==> config.mk <==
export PLATFORM = sky130hd
export DESIGN_NAME = ctrl_pipe
export DESIGN_NICKNAME = d
export VERILOG_FILES = /design/src/rtl/ctrl_pkg.sv /design/src/rtl/fwd_unit.sv /design/src/rtl/ctrl_pipe.sv
export SDC_FILE = /design/constraint.sdc
export NUM_CORES = 1
export LEC_CHECK = 0
export BUFFER_PORTS_ARGS = -buffer_cell sky130_fd_sc_hd__buf_4
export CAP_MARGIN = 5
export CORE_MARGIN = 2
export CORE_UTILIZATION = 25
export DETAILED_ROUTE_END_ITERATION = 16
export PLACE_DENSITY = 0.5
export SETUP_SLACK_MARGIN = 0.3
export SYNTH_ARGS = -nofsm -noshare
export SYNTH_HDL_FRONTEND = slang
export SYNTH_SLANG_ARGS = --single-unit
==> constraint.sdc <==
create_clock -name clk_i -period 2 [get_ports clk_i]
set_input_delay 0.1 -clock clk_i [delete_from_list [all_inputs] [get_ports clk_i]]
set_output_delay 0.1 -clock clk_i [all_outputs]
set_load 0.02 [all_outputs]
==> src/rtl/ctrl_pkg.sv <==
// Shared types and constants for the pipeline control path.
// Decoder bundle, per-stage control slices, forwarding selects.
package ctrl_pkg;

    // Forwarding select encodings for the EX operand muxes
    localparam logic [1:0] FWD_NONE = 2'b00;
    localparam logic [1:0] FWD_MEM  = 2'b10;
    localparam logic [1:0] FWD_WB   = 2'b01;

    localparam logic [4:0] REG_X0 = 5'd0;

    // Full decoder bundle for the instruction in ID
    typedef struct packed {
        logic [1:0] aluOp;
        logic       aluSrc;
        logic       memRead;
        logic       memWrite;
        logic       memToReg;
        logic       regWrite;
    } ctrl_t;

    typedef struct packed {
        logic [1:0] aluOp;
        logic       aluSrc;
    } ex_ctrl_t;

    typedef struct packed {
        logic memRead;
        logic memWrite;
    } mem_ctrl_t;

    typedef struct packed {
        logic memToReg;
        logic regWrite;
    } wb_ctrl_t;

endpackage

==> src/rtl/fwd_unit.sv <==
// Combinational EX operand forwarding selects for rs1 and rs2.
// Ports: EX/MEM and MEM/WB regWrite/rd, ID/EX rs1/rs2 in; fwdA/fwdB out.
module fwd_unit
    import ctrl_pkg::*;
#(
    parameter int REG_W = 5
) (
    input  logic             exMemRegWrite_i,
    input  logic [REG_W-1:0] exMemRd_i,
    input  logic             memWbRegWrite_i,
    input  logic [REG_W-1:0] memWbRd_i,
    input  logic [REG_W-1:0] rs1_i,
    input  logic [REG_W-1:0] rs2_i,
    output logic [1:0]       fwdA_o,
    output logic [1:0]       fwdB_o
);

    localparam logic [REG_W-1:0] X0 = REG_W'(REG_X0);

    // A producer is only eligible when it writes a real register
    logic memOk;
    logic wbOk;

    assign memOk = exMemRegWrite_i && (exMemRd_i != X0);
    assign wbOk  = memWbRegWrite_i && (memWbRd_i != X0);

    // EX/MEM holds the younger result, so it wins over MEM/WB
    assign fwdA_o = (memOk && exMemRd_i == rs1_i) ? FWD_MEM :
                    (wbOk  && memWbRd_i == rs1_i) ? FWD_WB  :
                    FWD_NONE;

    assign fwdB_o = (memOk && exMemRd_i == rs2_i) ? FWD_MEM :
                    (wbOk  && memWbRd_i == rs2_i) ? FWD_WB  :
                    FWD_NONE;

endmodule

==> src/rtl/ctrl_pipe.sv <==
// ID/EX, EX/MEM, MEM/WB control registers with load-use stall and forwarding.
// Ports: clk_i, rst_i, freeze_i, decoder bundle in; stage controls, stall, fwd out.
module ctrl_pipe
    import ctrl_pkg::*;
#(
    parameter int REG_W = 5
) (
    input  logic             clk_i,
    input  logic             rst_i,
    input  logic             freeze_i,
    input  logic [1:0]       aluOp_i,
    input  logic             aluSrc_i,
    input  logic             memRead_i,
    input  logic             memWrite_i,
    input  logic             memToReg_i,
    input  logic             regWrite_i,
    input  logic [REG_W-1:0] rs1_i,
    input  logic [REG_W-1:0] rs2_i,
    input  logic [REG_W-1:0] rd_i,
    output logic [1:0]       exAluOp_o,
    output logic             exAluSrc_o,
    output logic             memRead_o,
    output logic             memWrite_o,
    output logic             wbMemToReg_o,
    output logic             wbRegWrite_o,
    output logic [REG_W-1:0] wbRd_o,
    output logic             hazardStall_o,
    output logic [1:0]       fwdA_o,
    output logic [1:0]       fwdB_o
);

    localparam logic [REG_W-1:0] X0 = REG_W'(REG_X0);

    ctrl_t idC;

    assign idC = '{
        aluOp:    aluOp_i,
        aluSrc:   aluSrc_i,
        memRead:  memRead_i,
        memWrite: memWrite_i,
        memToReg: memToReg_i,
        regWrite: regWrite_i
    };

    // ID/EX
    ex_ctrl_t         idExE_q,   idExE_d;
    mem_ctrl_t        idExM_q,   idExM_d;
    wb_ctrl_t         idExW_q,   idExW_d;
    logic [REG_W-1:0] idExRs1_q, idExRs1_d;
    logic [REG_W-1:0] idExRs2_q, idExRs2_d;
    logic [REG_W-1:0] idExRd_q,  idExRd_d;

    // EX/MEM
    mem_ctrl_t        exMemM_q,  exMemM_d;
    wb_ctrl_t         exMemW_q,  exMemW_d;
    logic [REG_W-1:0] exMemRd_q, exMemRd_d;

    // MEM/WB
    wb_ctrl_t         memWbW_q,  memWbW_d;
    logic [REG_W-1:0] memWbRd_q, memWbRd_d;

    logic stall;

    // Load in EX whose destination is a source of the ID instruction
    assign stall = idExM_q.memRead && (idExRd_q != X0) &&
                   ((idExRd_q == rs1_i) || (idExRd_q == rs2_i));

    always_comb begin
        idExE_d   = idExE_q;
        idExM_d   = idExM_q;
        idExW_d   = idExW_q;
        idExRs1_d = idExRs1_q;
        idExRs2_d = idExRs2_q;
        idExRd_d  = idExRd_q;
        exMemM_d  = exMemM_q;
        exMemW_d  = exMemW_q;
        exMemRd_d = exMemRd_q;
        memWbW_d  = memWbW_q;
        memWbRd_d = memWbRd_q;

        // Freeze holds everything, including a pending bubble
        if (!freeze_i) begin
            memWbW_d  = exMemW_q;
            memWbRd_d = exMemRd_q;
            exMemM_d  = idExM_q;
            exMemW_d  = idExW_q;
            exMemRd_d = idExRd_q;
            if (stall) begin
                idExE_d   = '0;
                idExM_d   = '0;
                idExW_d   = '0;
                idExRs1_d = '0;
                idExRs2_d = '0;
                idExRd_d  = '0;
            end else begin
                idExE_d   = '{aluOp: idC.aluOp, aluSrc: idC.aluSrc};
                idExM_d   = '{memRead: idC.memRead, memWrite: idC.memWrite};
                idExW_d   = '{memToReg: idC.memToReg, regWrite: idC.regWrite};
                idExRs1_d = rs1_i;
                idExRs2_d = rs2_i;
                idExRd_d  = rd_i;
            end
        end
    end

    always_ff @(posedge clk_i or posedge rst_i) begin
        if (rst_i) begin
            idExE_q   <= '0;
            idExM_q   <= '0;
            idExW_q   <= '0;
            idExRs1_q <= '0;
            idExRs2_q <= '0;
            idExRd_q  <= '0;
            exMemM_q  <= '0;
            exMemW_q  <= '0;
            exMemRd_q <= '0;
            memWbW_q  <= '0;
            memWbRd_q <= '0;
        end else begin
            idExE_q   <= idExE_d;
            idExM_q   <= idExM_d;
            idExW_q   <= idExW_d;
            idExRs1_q <= idExRs1_d;
            idExRs2_q <= idExRs2_d;
            idExRd_q  <= idExRd_d;
            exMemM_q  <= exMemM_d;
            exMemW_q  <= exMemW_d;
            exMemRd_q <= exMemRd_d;
            memWbW_q  <= memWbW_d;
            memWbRd_q <= memWbRd_d;
        end
    end

    fwd_unit #(
        .REG_W(REG_W)
    ) u_fwd (
        .exMemRegWrite_i(exMemW_q.regWrite),
        .exMemRd_i      (exMemRd_q),
        .memWbRegWrite_i(memWbW_q.regWrite),
        .memWbRd_i      (memWbRd_q),
        .rs1_i          (idExRs1_q),
        .rs2_i          (idExRs2_q),
        .fwdA_o         (fwdA_o),
        .fwdB_o         (fwdB_o)
    );

    assign exAluOp_o     = idExE_q.aluOp;
    assign exAluSrc_o    = idExE_q.aluSrc;
    assign memRead_o     = exMemM_q.memRead;
    assign memWrite_o    = exMemM_q.memWrite;
    assign wbMemToReg_o  = memWbW_q.memToReg;
    assign wbRegWrite_o  = memWbW_q.regWrite;
    assign wbRd_o        = memWbRd_q;
    assign hazardStall_o = stall;

endmodule

==> impl_summary.txt <==
----------------------------------------------------
[Timing]
  Slew Limit Fails ... 0
  Worst-case headroom to the max-slew limit ... 59.8%
  Worst-case clock skew ... 0.00633 ns
  Achievable frequency ... 503 MHz
  Setup repair after global routing missed its margin ... true
  Final period utilization ... 99.5%
  Final hold violation count ... 0
  Period minus WS final ... 1.99 ns
  Final setup violation count ... 0
  Actual transition at the worst max-transition pin ... 0.602 ns
  Setup TNS ... 0 ns

[Layout]
  Combined flip-flop and latch cell area ... 962 um^2
  Final core utilization ... 36.8%
  Fraction of layout instances using a drive strength above 1 ... 61.9%
  Most frequent cells in the layout ... sky130_fd_sc_hd__buf_4, sky130_fd_sc_hd__dfrtp_1, sky130_fd_sc_hd__mux2i_1
  Antenna diode instance count ... 0
  Number of fill cells ... 803
  Area of the multi-input gates ... 0.00119 mm^2
  Commonest non-fill, non-tap cell in the layout ... sky130_fd_sc_hd__buf_4
  Layout Area Growth over Synthesis ... 42.2%
  Final layout net count ... 240
  Final instance area ... 0.00286 mm^2

[Die]
  Core footprint ... 0.00777 mm^2
  Initial core utilization ... 25.9%
  I/O pin cnt ... 42
  DIE HEIGHT ... 93.7 um
  Die Footprint ... 0.00878 mm^2
  Count of standard-cell rows ... 32
  Die width ... 93.7 um

[Placed design]
  Detailed placer's ending HPWL ... 3440 um
  Post-DP Area ... 0.00252 mm^2
  Port Buffers ... 41
  Gpl congestion ... 0.745

[CTS]
  Clock latency at the later pin of the worst-skew pair ... 0.29 ns
  Post-CTS clock slew at the launch and capture registers of the worst setup and hold paths ... 0.07 ns
  Number of clock sinks seen by CTS ... 38
  Root Buffer Master ... sky130_fd_sc_hd__clkbuf_8
  H-Tree Depth ... 2
  Max Buffers Root-to-Sink ... 2
  Inserted Clock Buffers ... 5
  Clock tree from TritonCTS ... yes

[Global route]
  Aggregate global routing overflow ... 0
  Antenna violations before repair ... 0
  Overall routing resource usage ... 11.5%
  Number of global-route vias before repair ... 1353
  Pin count of the biggest net entering global routing ... 26
  First-pass GRT wire length ... 7600 um

[Yosys]
  Proportion of synthesized flip-flops having asynchronous set or reset ... 100%
  Number of warnings reported in the yosys synthesis log ... 0
  Most common flop cell mapped by yosys ... sky130_fd_sc_hd__dfrtp_1
  Syn avg cell area ... 12.7 um^2
  Total nets after synthesis ... 183
  Area of the mapped netlist ... 0.00201 mm^2
  Yosys cell types ... 20
  FF+latch count, synth ... 38
  Fraction of the yosys area taken by sequential cells ... 47.3%
  Instance count of the mapped netlist ... 158
  Number of synthesized flops with an enable pin ... 0

[Route]
  Via Count ... 1391
  Count of routing violations after the opening detailed-route iteration ... 47
  Number of detailed-route iterations in the first pass ... 4
  Wire per inst ... 15.0 um
  Number of vias per cell ... 4.39
  Drt total wl ... 4740 um
  Post-route ant nets ... 0
  DRC violations left ... 0

[Worst setup path]
  Arrival time worst endpoint ... 1.89 ns
  Kind of critical path ... reg2out
  Highest net fanout along the worst path ... 3
  Critical path launch point type ... flip-flop
  Endpoint required time on the critical path ... 1.90 ns
  Endpoint type of the worst setup path ... output port

[Power]
  Static Leak ... 0.00120 uW
  Max VDD drop ... 0.000285 V
  Total power after layout ... 2400 uW
  Power density over cell area ... 838 mW/mm^2

[Min path]
  Hold crit path type ... in2reg

[Status]
  Result of the run ... complete, no violations

[Flow run]
  Max-cap check violation count ... 0

----------------------------------------------------
## final timing paths
path | start | end | cells after the start | slack, ns
min | rd_i[2] | idExRd_q[2] | 3 | 0.07
max reg2reg | idExRd_q[4] | idExRs2_q[0] | 5 | 0.40
min in group asynchronous | rst_i | idExRs2_q[4] | 3 | 0.43
max | idExRs2_q[0] | fwdB_o[0] | 4 | 0.01
min reg2reg | exMemW_q[1] | exMemW_q[1] | 1 | 0.50
max in group asynchronous | rst_i | wbRd_o[3] | 4 | 1.01
## critical path, stage by stage, from the launching register on
cell and delay, ns:
sky130_fd_sc_hd__dfrtp_1 0.45, sky130_fd_sc_hd__xor2_1 0.17, sky130_fd_sc_hd__or4_4 0.53, sky130_fd_sc_hd__nor4_4 0.27, sky130_fd_sc_hd__buf_4 0.17
## cells in the mapped netlist, types with 4 or more instances
master | number | share of area (%)
sky130_fd_sc_hd__xor2_1 | 14 | 6.1
sky130_fd_sc_hd__or4_1 | 5 | 1.9
sky130_fd_sc_hd__mux2i_1 | 22 | 11
sky130_fd_sc_hd__buf_2 | 5 | 1.2
sky130_fd_sc_hd__nand3_1 | 4 | 1.0
sky130_fd_sc_hd__dfrtp_1 | 38 | 47
sky130_fd_sc_hd__xnor2_1 | 16 | 7.0
sky130_fd_sc_hd__a21oi_2 | 20 | 8.7
sky130_fd_sc_hd__nor4_2 | 4 | 2.5
sky130_fd_sc_hd__mux2_2 | 16 | 9.0
## report_power, final
group / internal, uW / total [uW] / switching (uW)
combinational: 424 / 824 / 400
clock: 273 / 532 / 259
sequential: 895 / 1040 / 145
total: 1590 / 2400 / 804
## routing by layer
metal | track usage [%] | up-vias | share of wire [%] | wire (um)
li1 | - | 676 | - | -
met1 | 16.9 | 678 | 48 | 2270
met2 | 16.5 | 32 | 46 | 2190
met3 | 3.13 | 5 | 4.7 | 223
met4 | 3.62 | 0 | 1.3 | 61
met5 | 0 | - | 0 | 0
## metrics by stage
step / worst slack [ns] / hold slack, ns / std cells
2_1_floorplan: 0.286 / 0.281 / 158
3_3_place_gp: 0.275 / 0.209 / 301
3_5_place_dp: 0.269 / 0.221 / 301
4_1_cts: -0.0104 / 0.0669 / 314
5_1_grt: -0.0744 / 0.0706 / 317
6_report: 0.0109 / 0.0745 / 317
## registers in the layout, summed over array words and instances, names as in the netlist
| register | cells |
|---|---|
| exMemRd_q | 5 |
| wbMemToReg_o | 1 |
| idExRs1_q | 5 |
| idExRd_q | 5 |
| exAluOp_o | 2 |
| wbRd_o | 5 |
| idExM_q | 2 |
| idExW_q | 2 |
| exMemW_q | 2 |
| exAluSrc_o | 1 |
| memWrite_o | 1 |
| idExRs2_q | 5 |
| memRead_o | 1 |
| wbRegWrite_o | 1 |
## kinds of logic (layout without fill, tap and decap cells)
family	after synthesis	in the layout	share of synthesized area [%]
multiplexers	38	38	19.9
flip-flops	38	38	47.3
XOR/XNOR	30	30	13.1
AO/OA/AOI/OAI	26	26	10.6
AND/OR/NAND/NOR	17	17	6.35
buffers and inverters	9	66	2.74
## layout make-up
| cell class | count | share of cell area (%) |
|---|---|---|
| Tap cell | 102 | 4.46 |
| Multi-Input combinational cell | 111 | 41.5 |
| Timing Repair Buffer | 58 | 17.2 |
| Clock buffer | 7 | 3.02 |
| Inverter | 1 | 0.131 |
| Sequential cell | 38 | 33.7 |
## repair_timing
item | CTS | global route
setup endpoints to repair | 6 | 18
endpoints found under the hold margin | 13 | 0
hold buffers | 1 | 0
buffers inserted | 5 | 3
pin swaps | 10 | 8
resized for setup | 21 | 8
No activity file was read; power rests on OpenSTA's default activity.
